[config.mk]
export PLATFORM = sky130hd
export DESIGN_NAME = bus_arbiter
export DESIGN_NICKNAME = d
export VERILOG_FILES = /design/src/rtl/bus_arbiter.sv
export SDC_FILE = /design/constraint.sdc
export NUM_CORES = 1
export LEC_CHECK = 0
export ABC_AREA = 1
export BUFFER_PORTS_ARGS = -buffer_cell sky130_fd_sc_hd__buf_4
export CAP_MARGIN = 5
export CORE_AREA = 2 2 39 41
export CTS_CLUSTER_SIZE = 40
export DETAILED_ROUTE_END_ITERATION = 6
export DIE_AREA = 0 0 41 43
export PLACE_DENSITY_LB_ADDON = 0.3
export RECOVER_POWER = 100
export SLEW_MARGIN = 10
export SYNTH_ARGS = -nofsm -noshare
export SYNTH_HDL_FRONTEND = slang
export SYNTH_SLANG_ARGS = --single-unit
[constraint.sdc]
create_clock -name clk -period 3.67 [get_ports clk]
set_clock_uncertainty 0.05 [all_clocks]
set_input_delay 0 -clock clk [delete_from_list [all_inputs] [get_ports clk]]
set_output_delay 0 -clock clk [all_outputs]
set_load 0.005 [all_outputs]
[src/rtl/bus_arbiter.sv]
// -----------------------------------------------------------------------------
// bus_arbiter
//
// Round-robin arbiter that owns the select lines of the shared 32-bit
// tri-state bus drivers. A registered one-hot grant enables exactly one
// driver at a time, and a mandatory one-cycle turnaround slot (no driver
// enabled) separates consecutive owners, including a requester that wins
// twice in a row.
//
// Optional feature (macro BUS_ARB_TIMEOUT_EN):
//   defined   - burst counter compiled in; an owner that has held the bus for
//               MAX_BURST cycles is preempted when any other source waits.
//   undefined - no counter; the owner keeps the bus until it drops req and
//               MAX_BURST is only range-checked.
//
// Parameters:
//   NUM_REQ    number of requesters / tri-state drivers
//   ID_W       width of grant_id, 2**ID_W >= NUM_REQ
//   MAX_BURST  longest continuous grant before forced rotation
//
// Ports:
//   clk         system clock, rising edge
//   reset       asynchronous active-high reset
//   req         per-source level-sensitive bus request
//   grant       registered one-hot grant, bit i drives select of buffer i
//   grant_id    registered index of the current owner, 0 when idle
//   bus_busy    high while a driver owns the bus (OR of grant)
//   turnaround  high during the dead cycle between owners
// -----------------------------------------------------------------------------
module bus_arbiter #(
  parameter int NUM_REQ   = 4,
  parameter int ID_W      = 2,
  parameter int MAX_BURST = 8
) (
  input  logic               clk,
  input  logic               reset,
  input  logic [NUM_REQ-1:0] req,
  output logic [NUM_REQ-1:0] grant,
  output logic [ID_W-1:0]    grant_id,
  output logic               bus_busy,
  output logic               turnaround
);

  localparam logic [1:0] ST_IDLE  = 2'd0;
  localparam logic [1:0] ST_GRANT = 2'd1;
  localparam logic [1:0] ST_TURN  = 2'd2;

  // Reject configurations that cannot encode every owner or never rotate.
  if (NUM_REQ < 1 || (1 << ID_W) < NUM_REQ || MAX_BURST < 1) begin : g_param_check
    $error("bus_arbiter: illegal NUM_REQ/ID_W/MAX_BURST combination");
  end

  logic [1:0]         state_reg, state_next;
  logic [NUM_REQ-1:0] grant_reg, grant_next;
  logic [ID_W-1:0]    grant_id_reg, grant_id_next;
  logic [ID_W-1:0]    last_reg, last_next;

  // ---------------------------------------------------------------------------
  // Winner selection: first asserted req at or after last+1, wrapping.
  // Implemented as "lowest set bit above last, else lowest set bit overall",
  // which is the same rotation without a variable modulo index.
  // ---------------------------------------------------------------------------
  logic [NUM_REQ-1:0] upper_mask;
  logic [NUM_REQ-1:0] pick_src;
  logic [NUM_REQ-1:0] win_onehot;
  logic               win_valid;
  logic [ID_W-1:0]    win_idx;

  for (genvar gi = 0; gi < NUM_REQ; gi++) begin : g_mask
    assign upper_mask[gi] = (ID_W'(gi) > last_reg);
  end

  assign pick_src  = (|(req & upper_mask)) ? (req & upper_mask) : req;
  assign win_valid = |req;

  always_comb begin
    win_idx = '0;
    // Descending scan so the lowest set bit is the one left standing.
    for (int i = NUM_REQ - 1; i >= 0; i--) begin
      if (pick_src[i]) begin
        win_idx = ID_W'(i);
      end
    end
  end

  for (genvar gi = 0; gi < NUM_REQ; gi++) begin : g_win_onehot
    assign win_onehot[gi] = win_valid && (win_idx == ID_W'(gi));
  end

  // Owner status while in GRANT: the owner's bit is the registered grant.
  logic owner_req;
  logic others_pending;
  logic rotate;

  assign owner_req      = |(req & grant_reg);
  assign others_pending = |(req & ~grant_reg);

`ifdef BUS_ARB_TIMEOUT_EN
  localparam int CNT_W = $clog2(MAX_BURST + 1);
  logic [CNT_W-1:0] count_reg, count_next;

  assign rotate = (count_reg == CNT_W'(MAX_BURST)) && others_pending;
`else
  assign rotate = 1'b0;
`endif

  // ---------------------------------------------------------------------------
  // Next-state logic
  // ---------------------------------------------------------------------------
  always_comb begin
    state_next    = state_reg;
    grant_next    = grant_reg;
    grant_id_next = grant_id_reg;
    last_next     = last_reg;
`ifdef BUS_ARB_TIMEOUT_EN
    count_next    = count_reg;
`endif
    case (state_reg)
      ST_IDLE, ST_TURN: begin
        // TURN arbitrates with last already pointing at the previous owner,
        // so a preempted owner that keeps requesting is served last.
        if (win_valid) begin
          state_next    = ST_GRANT;
          grant_next    = win_onehot;
          grant_id_next = win_idx;
          last_next     = win_idx;
`ifdef BUS_ARB_TIMEOUT_EN
          count_next    = CNT_W'(1);
`endif
        end else begin
          state_next    = ST_IDLE;
          grant_next    = '0;
          grant_id_next = '0;
        end
      end
      ST_GRANT: begin
        if (!owner_req || rotate) begin
          state_next    = ST_TURN;
          grant_next    = '0;
          grant_id_next = '0;
        end else begin
`ifdef BUS_ARB_TIMEOUT_EN
          if (count_reg != CNT_W'(MAX_BURST)) begin
            count_next = count_reg + CNT_W'(1);
          end
`endif
        end
      end
      default: begin
        state_next    = ST_IDLE;
        grant_next    = '0;
        grant_id_next = '0;
      end
    endcase
  end

  // ---------------------------------------------------------------------------
  // State registers
  // ---------------------------------------------------------------------------
  always_ff @(posedge clk or posedge reset) begin
    if (reset) begin
      state_reg    <= ST_IDLE;
      grant_reg    <= '0;
      grant_id_reg <= '0;
      last_reg     <= ID_W'(NUM_REQ - 1);
`ifdef BUS_ARB_TIMEOUT_EN
      count_reg    <= '0;
`endif
    end else begin
      state_reg    <= state_next;
      grant_reg    <= grant_next;
      grant_id_reg <= grant_id_next;
      last_reg     <= last_next;
`ifdef BUS_ARB_TIMEOUT_EN
      count_reg    <= count_next;
`endif
    end
  end

  assign grant      = grant_reg;
  assign grant_id   = grant_id_reg;
  assign bus_busy   = (state_reg == ST_GRANT);
  assign turnaround = (state_reg == ST_TURN);

endmodule

==> results of run 1 <==
## kinds of logic (layout without fill, tap and decap cells)
family / after synthesis / in the layout
AND/OR/NAND/NOR: 41 / 41
flip-flops: 10 / 10
AO/OA/AOI/OAI: 7 / 7
buffers and inverters: 7 / 25
## synthesized netlist by cell type, drive strengths merged
library cell / instances
nand2: 18
nand4: 5
nand3: 11
a21o: 1
dfstp: 2
o21ai: 5
nor3: 1
dfrtp: 8
a21oi: 1
inv: 7
nor2: 6
## cell type report
cell class / count / area share (%)
clock buffers: 4 / 3.743
inverters: 7 / 3.743
multi-input cells: 48 / 38.32
flip-flops and latches: 10 / 36.01
well taps: 16 / 2.852
repair buffers: 14 / 15.33
## power groups by stage
stage          Combinational, mW  Clock [mW]  Sequential [mW]
2_1_floorplan              0.163           0            0.198
3_3_place_gp               0.255           0            0.201
3_5_place_dp               0.258           0            0.201
4_1_cts                    0.259      0.0818            0.200
5_1_grt                    0.278      0.0870            0.203
6_report                   0.249      0.0800            0.197
## metrics by stage
stage	utilization [%]	total power, mW	cells	hold WS (ns)
after floorplan	-	0.3619	65	-0.2113
after global placement	48.55	0.4557	94	-0.05174
after detailed placement	48.55	0.4591	94	-0.04641
after CTS	51.18	0.5410	99	0.07157
after global routing	50.72	0.5686	99	0.08643
final	50.72	0.5258	99	0.07266
## metal layers
| metal | part of all wire, % | global-route usage (%) | vias up |
|---|---|---|---|
| met1 | 51 | 23.89 | 229 |
| met3 | 4.8 | 1.571 | 2 |
| met4 | 0.83 | 10.00 | 0 |
| li1 | - | - | 256 |
| met2 | 43 | 22.50 | 13 |
| met5 | 0 | 0 | - |
## worst max-delay path, delay by kind of cell, from the launching register on
kind / cells / cell delay (ns)
and+or+nand+nor: 6 / 0.48
AOI/OAI and AO/OA: 1 / 0.36
DFF: 1 / 0.53
## final timing paths
path / startpoint / endpoint / slack (ns) / cells past startpoint
hold / removal: req[0] / grant[0] / 0.07 / 3
hold reg to reg: state_reg[1] / state_reg[1] / 0.41 / 1
min in group asynchronous: reset / grant[0] / 0.22 / 3
max in group asynchronous: reset / last_reg[1] / 3.03 / 3
setup / recovery: last_reg[0] / grant[3] / 2.14 / 7
setup reg to reg: last_reg[0] / grant[3] / 2.14 / 7
## what timing repair did
action                    4_1_cts  5_1_grt
hold endpoints to repair       10        0
hold buffers                    1        0
setup buffers                   0        0
==> results.cfg, run 1 <==
[status]
outcome = complete, no violations

[logic_synthesis]
syn_nets = 71
yosysSeqAreaShare_pct = 45.60
synth_area_leaders = dfrtp_1 (36%), nand2_1 (10%), dfstp_2 (9.5%)
synth_top_area_share_pct = 36.12
ys_seq_elements = 10
synth_cell_type_count = 18
synth_xor_area_share_pct = 0
synth_compound_gate_area_share_pct = 8.804
synth-simple-area-share_pct = 40.86
synth_top_family_by_area = simple AND/OR/NAND/NOR gates
synth.avg_cell_area_um2 = 8.527
syn_area_um2 = 554.3
synth-adder-area-share_pct = 0
synthCells = 65
yosysWarnings = 0
synth_top_area_cell = dfrtp_1
synthMuxAreaShare_pct = 0

[die]
coreArea_um2 = 1384
die_area_um2 = 1763
die_y_um = 43
start_util_pct = 40.05
num_io_pins = 14
die_w_um = 41
num_rows = 14

[worst_setup_path]
worstSetupPathType = register to register
endpoint_kind = register
cp_cell_sequence = nand2_1 -> nand2_1 -> nand2_1 -> o21ai_0 -> nor2_1 -> nand4_1 -> nand2_1
cp.required_ns = 3.77
cpMostUsedCell = nand2_1
arrival_ns = 1.63
start_kind = register
cp_max_fo = 3
crit_slowest_cell = dfstp_1
max_stage_delay_ns = 0.53

[power_and_ir_drop]
clockPowerShare_pct = 15.2
power.switching_uw = 220.7
powerDensity_nw_per_um2 = 749.1
sequentialPowerShare_pct = 37.5
swShare_pct = 41.98
combPwrFrac_pct = 47.3
ir_drop_mv = 0.3697
p_leak_nw = 0.3563
p_int_uw = 305.1

[job]
cap_viol_max_count = 0

[placed_design]
gp_congestion = 0.7839
place_area_um2 = 671.9
post-place-ws_ns = 2.319
port_buffers = 13
place_hpwl_um = 931.8

[timing]
rsz0062_at_grt = no
period_minus_slack_ns = 1.532
worst_slack_ns = 2.138
timing.fmax_mhz = 652.5
worstMarginPinSlew_ns = 0.5070
drv_slew = 0
tns_ns = 0
setup_viol = 0
layout_worst_path_cycle_share_pct = 41.76
hold_viol = 0
maxSlewHeadroom_pct = 66.08

[layout]
area_delta_synth_final_pct = 26.64
final_cell_mix = nand2_1 (15), clkbuf_4 (11), nand3_1 (10)
multi_input_area_um2 = 269.0
layout_commonest_cell = nand2_1
regArea_um2 = 252.7
fillers = 143
fin_area_um2 = 701.9
drive_gt1_share_pct = 32.53
largest_reg_flops = 4
diodes = 0
fin_nets = 90

[route]
drt_pass1_iterations = 5
ant_nets = 0
dr_total_vias = 500
viasPerCell = 5.051
routed_wl_mm = 1.198
wire_per_inst_um = 12.10
drcViolationCount = 0
dr.first_iter.drc_count = 8

[clock_network]
cts_resized = 0
cts_tree = built
cts.path.max_buffers = 2
cts_root_buffer = clkbuf_4
numCtsBuffers = 3
clkTransAtPathRegs_ns = 0.07
cts_num_sinks = 10
htree_levels = 1
insertion_delay_ns = 0.26

[global_routing]
grt_max_degree = 11
grt_overflow = 0
grt_pass1_wl_mm = 1.932
antenna_found_initial = 0
grt_pass1_vias = 455
track_usage_pct = 16.36

[hold_path]
min_path_type = primary input to register
No activity file was read; power rests on OpenSTA's default activity.
==> run 2, diff against run 1 <==
==> constraint.sdc (replaced) <==
create_clock -name clk -period 1.5 [get_ports clk]
set_clock_uncertainty 0.05 [all_clocks]
set_input_delay 0 -clock clk [delete_from_list [all_inputs] [get_ports clk]]
set_output_delay 0 -clock clk [all_outputs]
set_load 0.005 [all_outputs]
==> run 2 against run 1 <==
Clock power increased by 150%. Die area unchanged. Utilization unchanged. Via count rose by 1.0%.
==> results.cfg, run 2 (synthesis results as in run 1) <==
[global_routing]
antenna_found_initial = 0
grt_pass1_wl_mm = 1.890
grt_overflow = 0
grt_max_degree = 11
grt_pass1_vias = 453
track_usage_pct = 16.17

[die]
die_y_um = 43
start_util_pct = 40.05
coreArea_um2 = 1384
die_area_um2 = 1763
die_w_um = 41
num_rows = 14
num_io_pins = 14

[clock_network]
insertion_delay_ns = 0.27
cts_tree = built
cts_resized = 0
cts_root_buffer = clkbuf_4
htree_levels = 1
cts_hold_buf = 1
cts_setup_buffers = 0
clkTransAtPathRegs_ns = 0.07
numCtsBuffers = 3
cts_num_sinks = 10
cts.path.max_buffers = 2

[timing]
period_minus_slack_ns = 1.367
drv_slew = 0
setup_viol = 0
tns_ns = 0
rsz0062_at_grt = no
layout_worst_path_cycle_share_pct = 91.12
timing.fmax_mhz = 731.6
worstMarginPinSlew_ns = 0.4468
hold_viol = 0
maxSlewHeadroom_pct = 70.10
worst_slack_ns = 0.1331

[worst_setup_path]
r2r-end = grant[3]
reg2regPathDepth = 7
r2r_start = last_reg[1]
start_kind = register
worstSetupPathType = register to output pin
cp_max_fo = 8
regToRegSetupSlack_ns = 0.14
arrival_ns = 1.32
cp.required_ns = 1.45
endpoint_kind = output pin

[layout]
regArea_um2 = 252.7
largest_reg_flops = 4
final_cell_mix = nand2_1 (15), nand3_1 (10), clkbuf_4 (10)
area_delta_synth_final_pct = 26.64
diodes = 0
drive_gt1_share_pct = 33.73
instances_no_fill = 99
fin_nets = 90
multi_input_area_um2 = 272.8
layout_commonest_cell = nand2_1
fillers = 140

[route]
wire_per_inst_um = 11.93
dr_total_vias = 505
drt_pass1_iterations = 4
viasPerCell = 5.101
drcViolationCount = 0
dr.first_iter.drc_count = 11
ant_nets = 0
routed_wl_mm = 1.181

[job]
cap_viol_max_count = 0

[power_and_ir_drop]
combPwrFrac_pct = 47.0
power.switching_uw = 542.0
powerDensity_nw_per_um2 = 1841
swShare_pct = 41.95
clockPowerShare_pct = 15.3
sequentialPowerShare_pct = 37.7
ir_drop_mv = 0.9069
p_int_uw = 750.1
p_leak_nw = 0.3545

[placed_design]
gp_congestion = 0.7839
post-place-ws_ns = 0.1470
place_hpwl_um = 933.6
dp.cells = 94
port_buffers = 13

[hold_path]
min_from = req[0]
min_path_type = primary input to register
holdPathEnd = grant[0]
hold_path_depth = 3

[status]
outcome = complete, no violations
## run 2: changes by cell type in the layout (fill, tap and decap cells not counted)
| cell | change |
|---|---|
| clkbuf_1 | +1 |
| dfstp_2 | +1 |
| dfstp_1 | -1 |
| clkbuf_4 | -1 |
| o21ai_2 | +1 |
| o21ai_0 | -1 |
## run 2: worst max path at each step
stage	start	to	slack (ns)	cells after the start
detailed placement	last_reg[1]	grant[3]	0.15	7
floorplan	last_reg[1]	grant[2]	0.24	7
global route	last_reg[1]	grant[2]	0.02	7
finish	state_reg[0]	bus_busy	0.13	3
CTS	last_reg[1]	grant[3]	0.14	7
global placement	last_reg[1]	grant[3]	0.17	7
## run 2: per-layer routing
| metal | global-route usage, % | part of all wire, % | vias up |
|---|---|---|---|
| li1 | - | - | 256 |
| met1 | 22.60 | 50 | 230 |
| met2 | 23.13 | 45 | 17 |
| met3 | 1.571 | 4.7 | 2 |
| met4 | 10.00 | 0.76 | 0 |
| met5 | 0 | 0 | - |
## run 2: power by group through the flow
| stage | Combinational, mW | Clock, mW | Sequential, mW |
|---|---|---|---|
| 6_report | 0.608 | 0.198 | 0.487 |
| 5_1_grt | 0.682 | 0.209 | 0.502 |
| 4_1_cts | 0.633 | 0.200 | 0.489 |
| 3_5_place_dp | 0.629 | 0 | 0.493 |
| 3_3_place_gp | 0.623 | 0 | 0.492 |
| 2_1_floorplan | 0.400 | 0 | 0.486 |
## run 2: worst max-delay path, cell delays in order (launching register included)
cell     delay, ns
dfrtp_1       0.41
inv_2         0.09
nor2_1        0.36
buf_4         0.19
## run 2: cell type report
class / count / area share [%]
inverters: 7 / 3.743
multi-input cells: 48 / 38.86
well taps: 16 / 2.852
clock buffers: 4 / 3.743
repair buffers: 14 / 14.80
flip-flops and latches: 10 / 36.01
## run 2: per-stage QoR
stage | hold WS [ns] | power [mW] | util [%] | area [um^2]
2_1_floorplan | -0.2113 | 0.8854 | - | 554.3
3_3_place_gp | -0.05174 | 1.115 | 48.55 | 671.9
3_5_place_dp | -0.04618 | 1.122 | 48.55 | 671.9
4_1_cts | 0.07234 | 1.322 | 51.18 | 708.2
5_1_grt | 0.09251 | 1.394 | 50.72 | 701.9
6_report | 0.06643 | 1.292 | 50.72 | 701.9
